==> config.mk <==
export PLATFORM = sky130hd
export DESIGN_NAME = quadrature_decoder_flat
export DESIGN_NICKNAME = d
export VERILOG_FILES = /design/src/rtl/quadrature_decoder_if.sv /design/src/rtl/quadrature_decoder.sv /design/src/flat_wrapper.sv
export SDC_FILE = /design/constraint.sdc
export NUM_CORES = 1
export LEC_CHECK = 0
export CAP_MARGIN = 40
export CORE_MARGIN = 2
export CORE_UTILIZATION = 50
export CTS_CLUSTER_DIAMETER = 120
export DETAILED_ROUTE_END_ITERATION = 12
export PLACE_DENSITY = 0.75
export SKIP_CTS_REPAIR_TIMING = 1
export SYNTH_ARGS = -nofsm -noshare
export SYNTH_HDL_FRONTEND = slang
export SYNTH_SLANG_ARGS = --single-unit
==> constraint.sdc <==
create_clock -name clk -period 2.7 [get_ports clk]
set_clock_uncertainty 0.2 [all_clocks]
set_input_delay 0.54 -clock clk [delete_from_list [all_inputs] [get_ports clk]]
set_output_delay 0.54 -clock clk [all_outputs]
set_load 0.02 [all_outputs]
==> src/rtl/quadrature_decoder_if.sv <==
// Quadrature encoder channels, decode enable and the step/direction/count results.
// master drives the encoder side; slave is the decoder.
interface quadrature_decoder_if #(
    parameter int WIDTH = 4
);
    logic             enable;
    logic             qa;
    logic             qb;
    logic             step;
    logic             up_down;
    logic [WIDTH-1:0] count;
    logic             error;

    modport master (
        output enable, qa, qb,
        input  step, up_down, count, error
    );

    modport slave (
        input  enable, qa, qb,
        output step, up_down, count, error
    );
endinterface

==> src/rtl/quadrature_decoder.sv <==
// Quadrature decoder: synchronizes qa/qb, decodes Gray transitions into step/up_down/count and flags illegal jumps.
// Latency: SYNC_STAGES cycles from input change to registered step/error/count; no backpressure (free-running).
module quadrature_decoder #(
    parameter int WIDTH       = 4,
    parameter int SYNC_STAGES = 2
) (
    input logic                clk,
    input logic                reset,
    quadrature_decoder_if.slave qd
);
    typedef enum logic {INIT, RUN} state_t;
    typedef enum logic [1:0] {DIR_NONE, DIR_UP, DIR_DOWN, DIR_ILLEGAL} dir_t;

    state_t           state_q, state_nxt;
    logic [2:0]       init_cnt_q, init_cnt_nxt;
    logic [SYNC_STAGES-1:0] sync_a_q, sync_b_q;
    logic [1:0]       s, prev_q;
    dir_t             dir;

    logic             step_q, step_nxt;
    logic             error_q, error_nxt;
    logic             up_down_q, up_down_nxt;
    logic [WIDTH-1:0] count_q, count_nxt;

    assign s = {sync_a_q[SYNC_STAGES-1], sync_b_q[SYNC_STAGES-1]};

    always_ff @(posedge clk or posedge reset) begin
        if (reset) begin
            sync_a_q <= '0;
            sync_b_q <= '0;
            prev_q   <= 2'b00;
        end else begin
            sync_a_q <= {sync_a_q[SYNC_STAGES-2:0], qd.qa};
            sync_b_q <= {sync_b_q[SYNC_STAGES-2:0], qd.qb};
            // prev follows s unconditionally so moves seen while disabled are absorbed
            prev_q   <= s;
        end
    end

    // Gray sequence 00 -> 01 -> 11 -> 10 -> 00 counts up
    always_comb begin
        dir = DIR_NONE;
        case ({prev_q, s})
            4'b00_01, 4'b01_11, 4'b11_10, 4'b10_00: dir = DIR_UP;
            4'b00_10, 4'b10_11, 4'b11_01, 4'b01_00: dir = DIR_DOWN;
            4'b00_11, 4'b11_00, 4'b01_10, 4'b10_01: dir = DIR_ILLEGAL;
            default:                                dir = DIR_NONE;
        endcase
    end

    always_ff @(posedge clk or posedge reset) begin
        if (reset) begin
            state_q    <= INIT;
            init_cnt_q <= '0;
            step_q     <= 1'b0;
            error_q    <= 1'b0;
            up_down_q  <= 1'b1;
            count_q    <= '0;
        end else begin
            state_q    <= state_nxt;
            init_cnt_q <= init_cnt_nxt;
            step_q     <= step_nxt;
            error_q    <= error_nxt;
            up_down_q  <= up_down_nxt;
            count_q    <= count_nxt;
        end
    end

    // INIT waits until the synchronizer and prev hold real samples before decoding
    always_comb begin
        state_nxt    = state_q;
        init_cnt_nxt = init_cnt_q;
        step_nxt     = 1'b0;
        error_nxt    = 1'b0;
        up_down_nxt  = up_down_q;
        count_nxt    = count_q;
        case (state_q)
            INIT: begin
                if (init_cnt_q == 3'(SYNC_STAGES)) begin
                    state_nxt = RUN;
                end else begin
                    init_cnt_nxt = init_cnt_q + 3'd1;
                end
            end
            RUN: begin
                if (qd.enable) begin
                    case (dir)
                        DIR_UP: begin
                            step_nxt    = 1'b1;
                            up_down_nxt = 1'b1;
                            count_nxt   = count_q + 1'b1;
                        end
                        DIR_DOWN: begin
                            step_nxt    = 1'b1;
                            up_down_nxt = 1'b0;
                            count_nxt   = count_q - 1'b1;
                        end
                        DIR_ILLEGAL: error_nxt = 1'b1;
                        default: ;
                    endcase
                end
            end
            default: state_nxt = INIT;
        endcase
    end

    assign qd.step    = step_q;
    assign qd.error   = error_q;
    assign qd.up_down = up_down_q;
    assign qd.count   = count_q;
endmodule

==> src/flat_wrapper.sv <==
// flat-port wrapper written by rule: the top's interface ports become plain ports
module quadrature_decoder_flat 
#(
    parameter int WIDTH       = 4,
    parameter int SYNC_STAGES = 2
)
  (clk, reset, qd_enable, qd_qa, qd_qb, qd_step, qd_up_down, qd_count, qd_error);
  quadrature_decoder_if #(.WIDTH(WIDTH)) qd_i ();
  input logic clk;
  input logic reset;
  input wire logic [$bits(qd_i.enable)-1:0] qd_enable;
  input wire logic [$bits(qd_i.qa)-1:0] qd_qa;
  input wire logic [$bits(qd_i.qb)-1:0] qd_qb;
  output wire logic [$bits(qd_i.step)-1:0] qd_step;
  output wire logic [$bits(qd_i.up_down)-1:0] qd_up_down;
  output wire logic [$bits(qd_i.count)-1:0] qd_count;
  output wire logic [$bits(qd_i.error)-1:0] qd_error;
  assign qd_i.enable = qd_enable;
  assign qd_i.qa = qd_qa;
  assign qd_i.qb = qd_qb;
  assign qd_step = qd_i.step;
  assign qd_up_down = qd_i.up_down;
  assign qd_count = qd_i.count;
  assign qd_error = qd_i.error;
  quadrature_decoder #(.WIDTH(WIDTH), .SYNC_STAGES(SYNC_STAGES)) u_core (.clk(clk), .reset(reset), .qd(qd_i));
endmodule
Word-level counts from Yosys, hierarchy flattened --
Memories as Yosys holds them, arrays and structs flattened. Index checks and enable logic that the tools add are counted.
Word-level totals: register bits 17, bits in latches 0, RAM bits 0, memory bits (read-only) 32, logic and storage cells 33, memories kept 1
Memory list:
- (name not given) | words 16, bits a word 2, read ports 1, clocked after Yosys merged registers in 0, write ports 0, line quadrature_decoder.sv:43 | case ({prev_q, s})
Operators by class: $add $sub $neg 3, multiply operators 0, div/mod/pow operators 0, $lt $le $gt $ge 0, equality and inequality tests 4, shift operators 0, mux-type cells 10, bitwise operators 2, reductions and logical operators 4
Operators with widths (count):
- $mux 1 | 8
- $pmux 4 s2 | 1
- $add 4x1->4 const B | 1
- $eq 2x2->1 const B | 2
- $sub 4x1->4 const B | 1
- $add 3x1->3 const B | 1
- $eq 3x2->1 const B | 1
- $reduce_and 3->1 | 1
- $eq 2x1->1 const B | 1
- $not 1->1 | 2
- $pmux 1 s2 | 1
- $reduce_and 2->1 | 1
- $reduce_bool 2->1 | 1
- $reduce_or 2->1 | 1

Longest topological paths before layout --
Gate-level depths: netlist (run 1). An unclocked memory read counts as a cell.
depth in word-level cells 6, mapped depth 10, mapped depth without buffers 9

Worst setup path before layout (run 1) --
No wires, ideal clock.
kind register to register, start point register u_core.prev_q[1], end point register u_core.count_q[3], in the netlist u_core.qd.count[3], library setup time 79 ps, data arrival time 2000 ps, required time 2421 ps, setup slack 421 ps, cell stages (with the launch flop) 9, path buffers 1, path through dfrtp_1 buf_4 nor2b_1 o31ai_1 ha_1 nand3b_4 or4_1 nand3b_1 xor2_1
Between the ends: word-level cells in the longest chain between the ends 4, elaborated cells between the ends (all ways) 6, classes of those cells eq/ne: 2; mux: 1; reduce/logical: 2; memory: 1
Ends and longest elaborated chain:
- start, declared | line quadrature_decoder.sv:17 | logic [1:0] s, prev_q;
- start signal, assigned | line quadrature_decoder.sv:36 | prev_q <= s;
- $mem_v2 16x2 *
- $eq 2x1->1 / $eq 2x2->1 (equally long branches) | line quadrature_decoder.sv:87 | case (dir)
- $reduce_bool 2->1 (no line)
- $reduce_and 3->1 (no line)
- end signal, assigned | line quadrature_decoder.sv:65 | count_q <= count_nxt;
- end, declared | line quadrature_decoder.sv:23 | logic [WIDTH-1:0] count_q, count_nxt;
Every way passes the cells marked *; elsewhere a longest branch is shown, timed or not. A chain may end at the register's enable or synchronous reset.

Worst setup path after layout (run 1) --
Same ends and word-level chain as after synthesis.

==> results of run 1 <==
-- registers in the layout, summed over array words and instances, names as in the netlist --
| register | flops |
|---|---|
| u_core.qd.error | 1 |
| u_core.qd.up_down | 1 |
| u_core.qd.step | 1 |
| u_core.qd.count | 4 |
| u_core.init_cnt_q | 3 |
| u_core.state_q | 1 |
| u_core.prev_q | 2 |
| u_core.sync_a_q | 2 |
| u_core.sync_b_q | 2 |
-- power groups by stage --
stage                     Combinational, mW  Clock [mW]  Sequential, mW
after detailed placement              0.250           0           0.357
after CTS                             0.251       0.145           0.352
after global placement                0.245           0           0.357
after floorplan                       0.106           0           0.396
after global routing                  0.272       0.155           0.359
final                                 0.248       0.139           0.352
-- per-layer routing --
layer	track usage (%)	share of wire [%]	up-vias
met5	0	0	-
met4	6.67	1.7	0
met3	6.25	6.3	5
met2	23.3	46	18
met1	17.3	46	222
li1	-	-	254
-- layout make-up --
type,instances,area [um2],share of cell area [%]
tap,16,20.0,2.16
clock inverter,1,7.51,0.810
timing repair buffer,11,110,11.9
inverter,5,18.8,2.02
multi-input combinational,42,322,34.7
sequential,17,427,46.0
clock buffer,3,22.5,2.43
-- through the flow --
stage | utilization, % | setup slack (ns) | instances | cell area (um2) | hold WS, ns
2_1_floorplan | - | 0.421 | 65 | 774 | 0.131
6_report | 63.0 | 0.332 | 95 | 927 | 0.164
3_3_place_gp | 61.0 | 0.394 | 91 | 897 | 0.133
4_1_cts | 63.0 | 0.326 | 95 | 927 | 0.166
3_5_place_dp | 61.0 | 0.339 | 91 | 897 | 0.142
5_1_grt | 63.0 | 0.245 | 95 | 927 | 0.179
-- logic make-up after synthesis --
kind of cell    after synthesis  share of synthesized area (%)
compound gates               11                           8.24
xor+xnor                      8                           9.05
fa+ha+maj                     4                           6.46
buf+inv                       6                           3.39
flops                        17                           55.1
mux                           2                           2.75
simple gates                 17                           15.0
-- final timing paths --
kind | start | end | slack (ns)
worst max-delay path | u_core.prev_q[1]$_DFF_PP0_ | u_core.qd.count[3]$_DFFE_PP0P_ | 0.33
worst min-delay path | u_core.sync_a_q[0]$_DFF_PP0_ | u_core.sync_a_q[1]$_DFF_PP0_ | 0.16
worst max register to register | u_core.prev_q[1]$_DFF_PP0_ | u_core.qd.count[3]$_DFFE_PP0P_ | 0.33
worst min register to register | u_core.sync_a_q[0]$_DFF_PP0_ | u_core.sync_a_q[1]$_DFF_PP0_ | 0.16
max in group asynchronous | reset | u_core.qd.step$_DFF_PP0_ | 1.51
min in group asynchronous | reset | u_core.sync_a_q[1]$_DFF_PP0_ | 0.40
-- worst max-delay path: stages (launching register included) --
cell      delay, ns
dfrtp_1        0.47
nor2b_1        0.16
o31ai_1        0.28
ha_1           0.28
nand3b_4       0.18
or4_1          0.48
nand3b_1       0.11
xor2_1         0.14
-- cell usage in the layout (no fill, tap or decap) --
cell,count
nand4b_1,1
nor2_1,2
a211oi_1,1
clkinvlp_4,1
nand3b_1,1
nor4b_1,1
dfrtp_1,16
xnor2_1,6
nand2_1,4
ha_1,4
o21ai_0,2
or4_1,1
a221oi_1,1
dfstp_2,1
a21oi_1,5
o31ai_1,1
nor2b_1,1
mux2_2,1
nand4_1,1
inv_1,5
nand3b_4,1
nand2b_1,2
xor2_1,2
clkbuf_4,3
o21ai_1,1
mux2i_1,1
and4b_1,1
clkdlybuf4s50_1,11
and3_1,1
==> results.md, run 1 <==
- Area Growth Syn to Fin: 19.7%
- Clock Sinks: 17
- Post-synthesis sequential area ratio: 55.1%
- Switching share of power: 33.6%
- Cell type with the largest total area after synthesis: dfrtp_1
- Root buf cell: clkbuf_4
- Comb pwr share: 33.6%
- Most frequent cell after synthesis: dfrtp_1
- Hold WC Path Type: reg -> reg
- Setup CP Type: reg -> reg
- # fillers: 125
- Relative slew slack: 59.5%
- Die Y: 43.4 um
- Detailed Place HPWL: 863 um
- Overflow after GRT: 0
- Worst-margin pin slew: 0.607 ns
- WP data arrival: 2.39 ns
- GRT Total Usage: 14.6%
- Die Footprint: 1880 um2
- Later-pin clock latency in the skew report: 0.29 ns
- Initial DRC Count: 13
- Setup Viol. Count Final: 0
- Clock Power Share: 18.8%
- ANT cells: 0
- Sw power: 0.248 mW
- Vias in the first global route: 464
- Maxcap violations: 0
- CTS tree: built
- Max Clk Rate: 422 MHz
- Number of synthesized flops with an enable pin: 0
- Largest net degree at the start of global routing: 18
- # port buffers: 11
- Final period util: 87.7%
- Pins Over Slew Limit: 0
- Synth top cells by count: dfrtp_1 (16), xnor2_1 (6), a21oi_1 (5), inv_1 (5)
- Cts bufs inserted: 3
- Final Hold Fails: 0
- Synthesized area: 774 um2
- Total Neg Setup Slack: 0 ns
- Syn_nets: 74
- # nets final: 89
- Yosys cell types: 27
- Top_reg_cell synth: dfrtp_1
- Req. time, crit path: 2.73 ns
- Top post-synthesis cells by area: dfrtp_1 (52%), xnor2_1 (6.8%), ha_1 (6.5%)
- Share of cells above drive strength 1: 8.86%
- CP Capture Type: register
- Asr flop ratio synth: 100%
- Total power: 0.739 mW
- Maximum vdd drop: 0.384 mV
- Global-route wire length before repair: 1.95 mm
- Die Wd: 43.4 um
- I/O pins: 12
- Status: completed
- Cells after synthesis: 65
- Cell Pwr Density: 797 nW/um2
- RSZ-0062 raised after global routing: no
- Cell Int Power: 0.491 mW
- Routed WL: 1.12 mm
- Worst-path fanout max: 7
- Startpoint Class: register
- Via count: 499
- Initial Util: 52.6%
- H-Tree Depth: 1
- Antenna violations before repair: 0
- DRT Pass-1 Iters: 4
- Syn avg cell area: 11.9 um2
- # DRC: 0
- Cell row count: 14
- Clk buf depth: 2
- Worst Hold Depth: 0
- Final GP Congestion: 0.787
- Reg2reg path depth: 7
- Clock slew at reported path FFs: 0.10 ns
- Antenna-violating nets left: 0
- Avg WL per Cell: 11.8 um
- Pleak: 0.395 nW
- Yosys top cell area share: 51.7%
- Vias per cell: 5.25
- Tmin final: 2.37 ns
- Seq pwr share: 47.7%
- Core Box Area: 1470 um2
- Synth warn: 0
- Yosys reg bits: 17
Power figures use the tool's default switching activity.
==> run 2: changes to the inputs <==
--- a/config.mk
+++ b/config.mk
@@ -15,3 +15,4 @@
 export SYNTH_ARGS = -nofsm -noshare
 export SYNTH_HDL_FRONTEND = slang
 export SYNTH_SLANG_ARGS = --single-unit
+export TNS_END_PERCENT = 30
==> results of run 2 <==
Final layout, timing and power as in run 1 (identical DEF).
